===== src/rtl/multicycle_ctrl_pkg.sv =====
// Shared types and constants for the multicycle RV32 control unit.
package cpu_ctrl_pkg;

  typedef enum logic [3:0] {
    S_IDLE      = 4'd0,
    S_FETCH     = 4'd1,
    S_DECODE    = 4'd2,
    S_MEM_ADDR  = 4'd3,
    S_MEM_READ  = 4'd4,
    S_MEM_WB    = 4'd5,
    S_MEM_WRITE = 4'd6,
    S_EXEC_R    = 4'd7,
    S_EXEC_I    = 4'd8,
    S_ALU_WB    = 4'd9,
    S_BRANCH    = 4'd10,
    S_TRAP      = 4'd11
  } state_t;

  localparam logic [6:0] OP_R   = 7'b0110011;
  localparam logic [6:0] OP_I   = 7'b0010011;
  localparam logic [6:0] OP_LW  = 7'b0000011;
  localparam logic [6:0] OP_SW  = 7'b0100011;
  localparam logic [6:0] OP_BEQ = 7'b1100011;

  localparam logic [1:0] ALUOP_ITYPE = 2'b00;
  localparam logic [1:0] ALUOP_SUB   = 2'b01;
  localparam logic [1:0] ALUOP_RTYPE = 2'b10;
  localparam logic [1:0] ALUOP_ADD   = 2'b11;

  localparam logic [1:0] SRC_A_PC    = 2'b00;
  localparam logic [1:0] SRC_A_RS1   = 2'b01;
  localparam logic [1:0] SRC_A_OLDPC = 2'b10;

  localparam logic [1:0] SRC_B_RS2   = 2'b00;
  localparam logic [1:0] SRC_B_FOUR  = 2'b01;
  localparam logic [1:0] SRC_B_IMM   = 2'b10;

  localparam logic [1:0] PCSRC_ALU    = 2'b00;
  localparam logic [1:0] PCSRC_ALUOUT = 2'b01;

  // All per-step control signals, produced together by the decode block.
  typedef struct packed {
    logic       mem_req;
    logic       mem_read;
    logic       mem_write;
    logic       iord;
    logic       ir_write;
    logic       pc_write;
    logic       pc_write_cond;
    logic [1:0] pc_source;
    logic [1:0] alu_src_a;
    logic [1:0] alu_src_b;
    logic [1:0] alu_op;
    logic       reg_write;
    logic       mem_to_reg;
  } ctrl_t;

  // True for the opcodes the core actually implements.
  function automatic logic is_known_op(input logic [6:0] op);
    return (op == OP_R) || (op == OP_I) || (op == OP_LW) ||
           (op == OP_SW) || (op == OP_BEQ);
  endfunction

endpackage


===== src/rtl/multicycle_ctrl_if.sv =====
// Control bundle between the controller and the datapath/memory port.
interface multicycle_ctrl_if;
  logic [6:0] opcode;
  logic       mem_ready;
  logic       mem_req;
  logic       mem_read;
  logic       mem_write;
  logic       iord;
  logic       ir_write;
  logic       pc_write;
  logic       pc_write_cond;
  logic [1:0] pc_source;
  logic [1:0] alu_src_a;
  logic [1:0] alu_src_b;
  logic [1:0] alu_op;
  logic       reg_write;
  logic       mem_to_reg;

  modport master (
    input  opcode, mem_ready,
    output mem_req, mem_read, mem_write, iord, ir_write, pc_write,
           pc_write_cond, pc_source, alu_src_a, alu_src_b, alu_op,
           reg_write, mem_to_reg
  );

  modport slave (
    output opcode, mem_ready,
    input  mem_req, mem_read, mem_write, iord, ir_write, pc_write,
           pc_write_cond, pc_source, alu_src_a, alu_src_b, alu_op,
           reg_write, mem_to_reg
  );
endinterface


===== src/rtl/multicycle_ctrl_decode.sv =====
// State (+mem_ready in FETCH) to control-signal decode; purely combinational.
module multicycle_ctrl_decode
  import cpu_ctrl_pkg::*;
(
  input  state_t state,
  input  logic   mem_ready,
  output ctrl_t  ctrl
);

  // Per-state control word; everything not set for a state stays 0.
  always_comb begin
    ctrl = '0;
    unique case (state)
      S_FETCH: begin
        ctrl.mem_read  = 1'b1;
        ctrl.iord      = 1'b0;
        ctrl.alu_src_a = SRC_A_PC;
        ctrl.alu_src_b = SRC_B_FOUR;
        ctrl.alu_op    = ALUOP_ADD;
        ctrl.pc_source = PCSRC_ALU;
        // IR and PC only load on the cycle memory actually returns the word
        ctrl.ir_write  = mem_ready;
        ctrl.pc_write  = mem_ready;
      end
      S_DECODE: begin
        ctrl.alu_src_a = SRC_A_OLDPC;
        ctrl.alu_src_b = SRC_B_IMM;
        ctrl.alu_op    = ALUOP_ADD;
      end
      S_MEM_ADDR: begin
        ctrl.alu_src_a = SRC_A_RS1;
        ctrl.alu_src_b = SRC_B_IMM;
        ctrl.alu_op    = ALUOP_ADD;
      end
      S_MEM_READ: begin
        ctrl.mem_read = 1'b1;
        ctrl.iord     = 1'b1;
      end
      S_MEM_WB: begin
        ctrl.reg_write  = 1'b1;
        ctrl.mem_to_reg = 1'b1;
      end
      S_MEM_WRITE: begin
        ctrl.mem_write = 1'b1;
        ctrl.iord      = 1'b1;
      end
      S_EXEC_R: begin
        ctrl.alu_src_a = SRC_A_RS1;
        ctrl.alu_src_b = SRC_B_RS2;
        ctrl.alu_op    = ALUOP_RTYPE;
      end
      S_EXEC_I: begin
        ctrl.alu_src_a = SRC_A_RS1;
        ctrl.alu_src_b = SRC_B_IMM;
        ctrl.alu_op    = ALUOP_ITYPE;
      end
      S_ALU_WB: begin
        ctrl.reg_write  = 1'b1;
        ctrl.mem_to_reg = 1'b0;
      end
      S_BRANCH: begin
        ctrl.alu_src_a     = SRC_A_RS1;
        ctrl.alu_src_b     = SRC_B_RS2;
        ctrl.alu_op        = ALUOP_SUB;
        ctrl.pc_write_cond = 1'b1;
        ctrl.pc_source     = PCSRC_ALUOUT;
      end
      default: ; // IDLE, TRAP: all zero
    endcase
    ctrl.mem_req = ctrl.mem_read | ctrl.mem_write;
  end

endmodule


===== src/rtl/multicycle_ctrl.sv =====
// Multicycle RV32 controller: state register, next-state logic, retire counter.
module multicycle_ctrl
  import cpu_ctrl_pkg::*;
#(
  parameter int CNT_W        = 32,
  parameter bit ILLEGAL_HALT = 1'b1
) (
  input  logic                 clk,
  input  logic                 rst_n,
  multicycle_ctrl_if.master    ctrl_bus,
  output logic                 illegal_o,
  output logic [CNT_W-1:0]     instret_o,
  output logic [3:0]           state_o
);

  state_t           state_reg, state_next;
  logic [CNT_W-1:0] instret_reg;
  logic             retire;
  ctrl_t            ctrl;

  multicycle_ctrl_decode u_decode (
    .state     (state_reg),
    .mem_ready (ctrl_bus.mem_ready),
    .ctrl      (ctrl)
  );

  // State register; reset drops any in-flight instruction back to IDLE.
  always_ff @(posedge clk) begin
    if (!rst_n) state_reg <= S_IDLE;
    else        state_reg <= state_next;
  end

  // Next-state selection; opcode is only looked at in DECODE and MEM_ADDR.
  always_comb begin
    state_next = state_reg;
    unique case (state_reg)
      S_IDLE:      state_next = S_FETCH;
      S_FETCH:     if (ctrl_bus.mem_ready) state_next = S_DECODE;
      S_DECODE: begin
        unique case (ctrl_bus.opcode)
          OP_R:         state_next = S_EXEC_R;
          OP_I:         state_next = S_EXEC_I;
          OP_LW, OP_SW: state_next = S_MEM_ADDR;
          OP_BEQ:       state_next = S_BRANCH;
          default:      state_next = ILLEGAL_HALT ? S_TRAP : S_FETCH;
        endcase
      end
      S_MEM_ADDR:  state_next = (ctrl_bus.opcode == OP_LW) ? S_MEM_READ : S_MEM_WRITE;
      S_MEM_READ:  if (ctrl_bus.mem_ready) state_next = S_MEM_WB;
      S_MEM_WB:    state_next = S_FETCH;
      S_MEM_WRITE: if (ctrl_bus.mem_ready) state_next = S_FETCH;
      S_EXEC_R:    state_next = S_ALU_WB;
      S_EXEC_I:    state_next = S_ALU_WB;
      S_ALU_WB:    state_next = S_FETCH;
      S_BRANCH:    state_next = S_FETCH;
      S_TRAP:      state_next = S_TRAP;
      default:     state_next = S_IDLE;
    endcase
  end

  // An instruction retires on its last cycle; a stalled store retires when accepted.
  always_comb begin
    retire = 1'b0;
    unique case (state_reg)
      S_ALU_WB, S_MEM_WB, S_BRANCH: retire = 1'b1;
      S_MEM_WRITE:                  retire = ctrl_bus.mem_ready;
      default:                      retire = 1'b0;
    endcase
  end

  // Retired-instruction counter, wraps naturally at 2^CNT_W.
  always_ff @(posedge clk) begin
    if (!rst_n)      instret_reg <= '0;
    else if (retire) instret_reg <= instret_reg + 1'b1;
  end

  assign ctrl_bus.mem_req       = ctrl.mem_req;
  assign ctrl_bus.mem_read      = ctrl.mem_read;
  assign ctrl_bus.mem_write     = ctrl.mem_write;
  assign ctrl_bus.iord          = ctrl.iord;
  assign ctrl_bus.ir_write      = ctrl.ir_write;
  assign ctrl_bus.pc_write      = ctrl.pc_write;
  assign ctrl_bus.pc_write_cond = ctrl.pc_write_cond;
  assign ctrl_bus.pc_source     = ctrl.pc_source;
  assign ctrl_bus.alu_src_a     = ctrl.alu_src_a;
  assign ctrl_bus.alu_src_b     = ctrl.alu_src_b;
  assign ctrl_bus.alu_op        = ctrl.alu_op;
  assign ctrl_bus.reg_write     = ctrl.reg_write;
  assign ctrl_bus.mem_to_reg    = ctrl.mem_to_reg;

  assign illegal_o = (state_reg == S_TRAP);
  assign instret_o = instret_reg;
  assign state_o   = state_reg;

endmodule


===== src/flat_wrapper.sv =====
// flat-port wrapper written by rule: the top's interface ports become plain ports
module multicycle_ctrl_flat import cpu_ctrl_pkg::*;
#(
  parameter int CNT_W        = 32,
  parameter bit ILLEGAL_HALT = 1'b1
)
  (clk, rst_n, illegal_o, instret_o, state_o, ctrl_bus_opcode, ctrl_bus_mem_ready, ctrl_bus_mem_req, ctrl_bus_mem_read, ctrl_bus_mem_write, ctrl_bus_iord, ctrl_bus_ir_write, ctrl_bus_pc_write, ctrl_bus_pc_write_cond, ctrl_bus_pc_source, ctrl_bus_alu_src_a, ctrl_bus_alu_src_b, ctrl_bus_alu_op, ctrl_bus_reg_write, ctrl_bus_mem_to_reg);
  multicycle_ctrl_if ctrl_bus_i ();
  input  logic clk;
  input  logic rst_n;
  output logic illegal_o;
  output logic [CNT_W-1:0] instret_o;
  output logic [3:0] state_o;
  input wire logic [$bits(ctrl_bus_i.opcode)-1:0] ctrl_bus_opcode;
  input wire logic [$bits(ctrl_bus_i.mem_ready)-1:0] ctrl_bus_mem_ready;
  output wire logic [$bits(ctrl_bus_i.mem_req)-1:0] ctrl_bus_mem_req;
  output wire logic [$bits(ctrl_bus_i.mem_read)-1:0] ctrl_bus_mem_read;
  output wire logic [$bits(ctrl_bus_i.mem_write)-1:0] ctrl_bus_mem_write;
  output wire logic [$bits(ctrl_bus_i.iord)-1:0] ctrl_bus_iord;
  output wire logic [$bits(ctrl_bus_i.ir_write)-1:0] ctrl_bus_ir_write;
  output wire logic [$bits(ctrl_bus_i.pc_write)-1:0] ctrl_bus_pc_write;
  output wire logic [$bits(ctrl_bus_i.pc_write_cond)-1:0] ctrl_bus_pc_write_cond;
  output wire logic [$bits(ctrl_bus_i.pc_source)-1:0] ctrl_bus_pc_source;
  output wire logic [$bits(ctrl_bus_i.alu_src_a)-1:0] ctrl_bus_alu_src_a;
  output wire logic [$bits(ctrl_bus_i.alu_src_b)-1:0] ctrl_bus_alu_src_b;
  output wire logic [$bits(ctrl_bus_i.alu_op)-1:0] ctrl_bus_alu_op;
  output wire logic [$bits(ctrl_bus_i.reg_write)-1:0] ctrl_bus_reg_write;
  output wire logic [$bits(ctrl_bus_i.mem_to_reg)-1:0] ctrl_bus_mem_to_reg;
  assign ctrl_bus_i.opcode = ctrl_bus_opcode;
  assign ctrl_bus_i.mem_ready = ctrl_bus_mem_ready;
  assign ctrl_bus_mem_req = ctrl_bus_i.mem_req;
  assign ctrl_bus_mem_read = ctrl_bus_i.mem_read;
  assign ctrl_bus_mem_write = ctrl_bus_i.mem_write;
  assign ctrl_bus_iord = ctrl_bus_i.iord;
  assign ctrl_bus_ir_write = ctrl_bus_i.ir_write;
  assign ctrl_bus_pc_write = ctrl_bus_i.pc_write;
  assign ctrl_bus_pc_write_cond = ctrl_bus_i.pc_write_cond;
  assign ctrl_bus_pc_source = ctrl_bus_i.pc_source;
  assign ctrl_bus_alu_src_a = ctrl_bus_i.alu_src_a;
  assign ctrl_bus_alu_src_b = ctrl_bus_i.alu_src_b;
  assign ctrl_bus_alu_op = ctrl_bus_i.alu_op;
  assign ctrl_bus_reg_write = ctrl_bus_i.reg_write;
  assign ctrl_bus_mem_to_reg = ctrl_bus_i.mem_to_reg;
  multicycle_ctrl #(.CNT_W(CNT_W), .ILLEGAL_HALT(ILLEGAL_HALT)) u_core (.clk(clk), .rst_n(rst_n), .ctrl_bus(ctrl_bus_i), .illegal_o(illegal_o), .instret_o(instret_o), .state_o(state_o));
endmodule

===== config.mk =====
export PLATFORM = sky130hd
export DESIGN_NAME = multicycle_ctrl_flat
export DESIGN_NICKNAME = d
export VERILOG_FILES = /design/src/rtl/multicycle_ctrl_pkg.sv /design/src/rtl/multicycle_ctrl_if.sv /design/src/rtl/multicycle_ctrl_decode.sv /design/src/rtl/multicycle_ctrl.sv /design/src/flat_wrapper.sv
export SDC_FILE = /design/constraint.sdc
export NUM_CORES = 1
export LEC_CHECK = 0
export ABC_AREA = 1
export BUFFER_PORTS_ARGS = -buffer_cell sky130_fd_sc_hd__buf_2
export CAP_MARGIN = 20
export CORE_MARGIN = 1.5
export CORE_UTILIZATION = 53
export DETAILED_ROUTE_END_ITERATION = 8
export HOLD_SLACK_MARGIN = 0.1
export PLACE_DENSITY = 0.85
export SLEW_MARGIN = 20
export SYNTH_ARGS = -nofsm -noshare
export SYNTH_HDL_FRONTEND = slang
export SYNTH_HIERARCHICAL = 1
export SYNTH_SLANG_ARGS = --single-unit

===== constraint.sdc =====
create_clock -name clk -period 2.54 [get_ports clk]
set_input_delay 0.254 -clock clk [delete_from_list [all_inputs] [get_ports clk]]
set_output_delay 0.254 -clock clk [all_outputs]
set_load 0.03 [all_outputs]

==> results.txt <==
----------------------------------------------------
[Routing]
  Routed wire per std cell ... about 11 microns
  Overall via count from detail_route ... 2719
  Total wire length ... between 6000 and 7000 microns
  Remaining antenna violation count ... 0
  DRC violations left ... 0
  Violation count after the first detailed-routing iteration ... roughly 180
  Avg Vias per Cell ... roughly 5.1
  Pre-Repair DR Iteration Count ... 5

[Floorplan]
  Number of placement rows ... 24
  Die area ... 5070 sq um
  Die span in x ... 71.2 microns
  Starting utilization of the core area ... 0.559
  Die Y ... slightly above 70 microns
  Standard cell core area ... between 4000 and 5000 sq um
  I/O pin total ... 64

[Logic synthesis]
  Cell types with the highest counts after synthesis ... nand2_1 (148), nor2_1 (80), inv_1 (42)
  Share of Yosys cell area claimed by the top area cell type ... 0.292
  Cell taking the most area after synthesis ... dfxtp_1
  Async set or reset register ratio after synthesis ... 0
  Number of distinct library cells after synthesis ... 32
  Post-synth net total ... between 400 and 500
  Post-Syn Instances ... 423
  Ys flop type ... dfxtp_1
  Post-synth EDFFs ... 0
  Most common cell in the netlist ... nand2_1
  Top post-synthesis cells by area ... dfxtp_1 (29%), nand2_1 (23%), nor2_1 (12%), inv_1 (6.4%), nand3_1 (5.1%)
  Average size of a mapped cell ... between 5 and 6 sq um
  Sequential area share after synthesis ... 0.292
  Yosys reg bits ... 36
  Netlist area before placement ... 2470 sq um
  Synthesis warning total ... 6

[Clock tree]
  Clock Tree Buf Depth ... 2
  Clock tree root driver cell ... clkbuf_8
  Post-CTS sizing ... 0
  CTS clk-pin slew, worst paths ... around 0.070 ns
  Inserted Clock Buffers ... 5
  Hold bufs inserted after CTS ... 0
  Total clock sinks ... 36
  Worst skew pair latency ... 0.30 ns
  Post-CTS setup buffer count ... 0
  H-tree Lvls ... 2
  TritonCTS clock tree ... done

[Critical path]
  Kind of capture point of the worst setup path ... flop
  Data arrival time at the worst-slack endpoint ... 2.12 ns
  Critical path class ... flop to flop
  Data required time of the critical path ... between 2 and 3 ns
  Startpoint type of the worst setup path ... flop
  Worst Path Max Fanout ... 22

[Cells and area]
  ANT cells ... 0
  Fraction of layout instances using a drive strength above 1 ... 0.193
  Total Nets Final ... between 400 and 500
  Number of filler instances in the final layout ... about 400
  Area growth syn-to-layout ... 15.7%

[STA]
  Max Clock Freq ... around 520 MHz
  Total negative slack for setup checks ... 0 ns
  Setup repair after global routing missed its margin ... false
  # setup viols final ... 0
  Worst-margin pin slew ... 0.821 ns
  Number of hold violations in the final report ... 0
  Relative slew slack ... 0.452
  Share of the clock period used by the worst path after layout ... 0.756
  Number of pins exceeding their max-slew limit in the final report ... 0
  Final Skew ... between 0.004 and 0.005 ns
  Final Hold Slack ... between 0.3 and 0.4 ns
  Clock period minus worst slack ... 1.92 ns

[GRT]
  Tot GR Track Use ... 0.246
  First-pass GRT wire length ... around 10000 microns
  Vias in the first global route ... roughly 2500
  Initial antenna violation count ... 0
  Sum of overflow across all layers after global routing ... 0
  Pin count of the biggest net entering global routing ... 25

[Place]
  HPWL after DPL ... approximately 4500 microns
  Port Buf Inserts ... 62
  Routability congestion estimate ... approximately 0.9

[Pwr]
  Maximum VDD drop ... roughly 1000 uV
  Reported leakage power ... between 1 and 1.5 nW
  Power per unit of standard cell area ... between 700 and 800 nW/um^2

[Run status]
  Result of the run ... complete, no violations

[Run]
  Max_cap viols ... 0

[Min path]
  Hold WC Path Type ... primary input to flop

----------------------------------------------------
-- routing by layer --
layer	global-route usage	up-vias	wire length, microns
li1	-	1416	-
met1	0.304	1215	2730
met2	0.427	81	2840
met3	0.0506	7	335
met4	0.0839	0	93
met5	0	-	0
-- worst paths after layout --
check	from	endpoint	slack (ns)	cells past startpoint
worst max-delay path	u_core/state_o[0]	u_core/instret_o[9]	0.62	7
worst min-delay path	rst_n	u_core/instret_o[2]	0.30	3
worst max register to register	u_core/state_o[0]	u_core/instret_o[9]	0.62	7
worst min register to register	u_core/instret_o[31]	u_core/instret_o[31]	0.50	2
-- flip-flops by register name, indices dropped and copies added, names as in the netlist --
signal	flops
u_core/state_o	4
u_core/instret_o	32
-- through the flow --
stage / total power [mW] / setup slack (ns) / std cells / cell area, sq um / utilization
CTS: 2.05 / 0.620 / 535 / 2850 / 0.647
global route: 2.16 / 0.453 / 535 / 2850 / 0.647
floorplan: 1.44 / 0.711 / 423 / 2470 / -
finish: 2.05 / 0.620 / 535 / 2850 / 0.647
detailed placement: 1.63 / 0.623 / 527 / 2760 / 0.626
global placement: 1.61 / 0.709 / 527 / 2760 / 0.626
-- layout by cell type, fill, tap and decap left out, drive strengths merged, types with 3 or more instances in the layout --
| cell | count |
|---|---|
| a21oi | 24 |
| buf | 62 |
| clkbuf | 6 |
| clkinv | 3 |
| dfxtp | 36 |
| inv | 46 |
| nand2 | 154 |
| nand3 | 28 |
| nor2 | 87 |
| nor3 | 8 |
| o21ai | 11 |
| xnor2 | 3 |
| xor2 | 8 |
-- critical path, cell delays in order (launching register included) --
cell and delay [ns]:
dfxtp_1 0.59, nor2_2 0.13, nor2_4 0.16, inv_2 0.06, a21oi_4 0.50, nand3_2 0.14, o21ai_1 0.18, nor2_1 0.06
-- kinds of logic (layout without fill, tap and decap cells) --
family	Yosys count	after routing	share of synthesized area
AOI/OAI and AO/OA	37	37	0.0827
xor gates and xnor gates	11	11	0.0391
adders and majority gates	1	1	0.00507
buffers and inverters	57	117	0.104
DFF	36	36	0.292
other	1	1	0.00152
and+or+nand+nor	280	280	0.475
-- area by class of cell --
class / count / area, sq um / share of cell area
multi-input cells: 330 / 1490 / 0.522
flip-flops and latches: 36 / 721 / 0.253
repair buffers: 62 / 310 / 0.109
inverters: 47 / 176 / 0.0618
clock buffers: 6 / 82.6 / 0.0289
well taps: 52 / 65.1 / 0.0228
clock inverters: 2 / 10.0 / 0.00351
-- report_power, final --
part	total [mW]	internal (mW)	switching, mW
clock network	0.431	0.216	0.215
logic	0.938	0.262	0.676
registers	0.678	0.596	0.0823
Note: power is estimated with default switching activity, not from simulation.
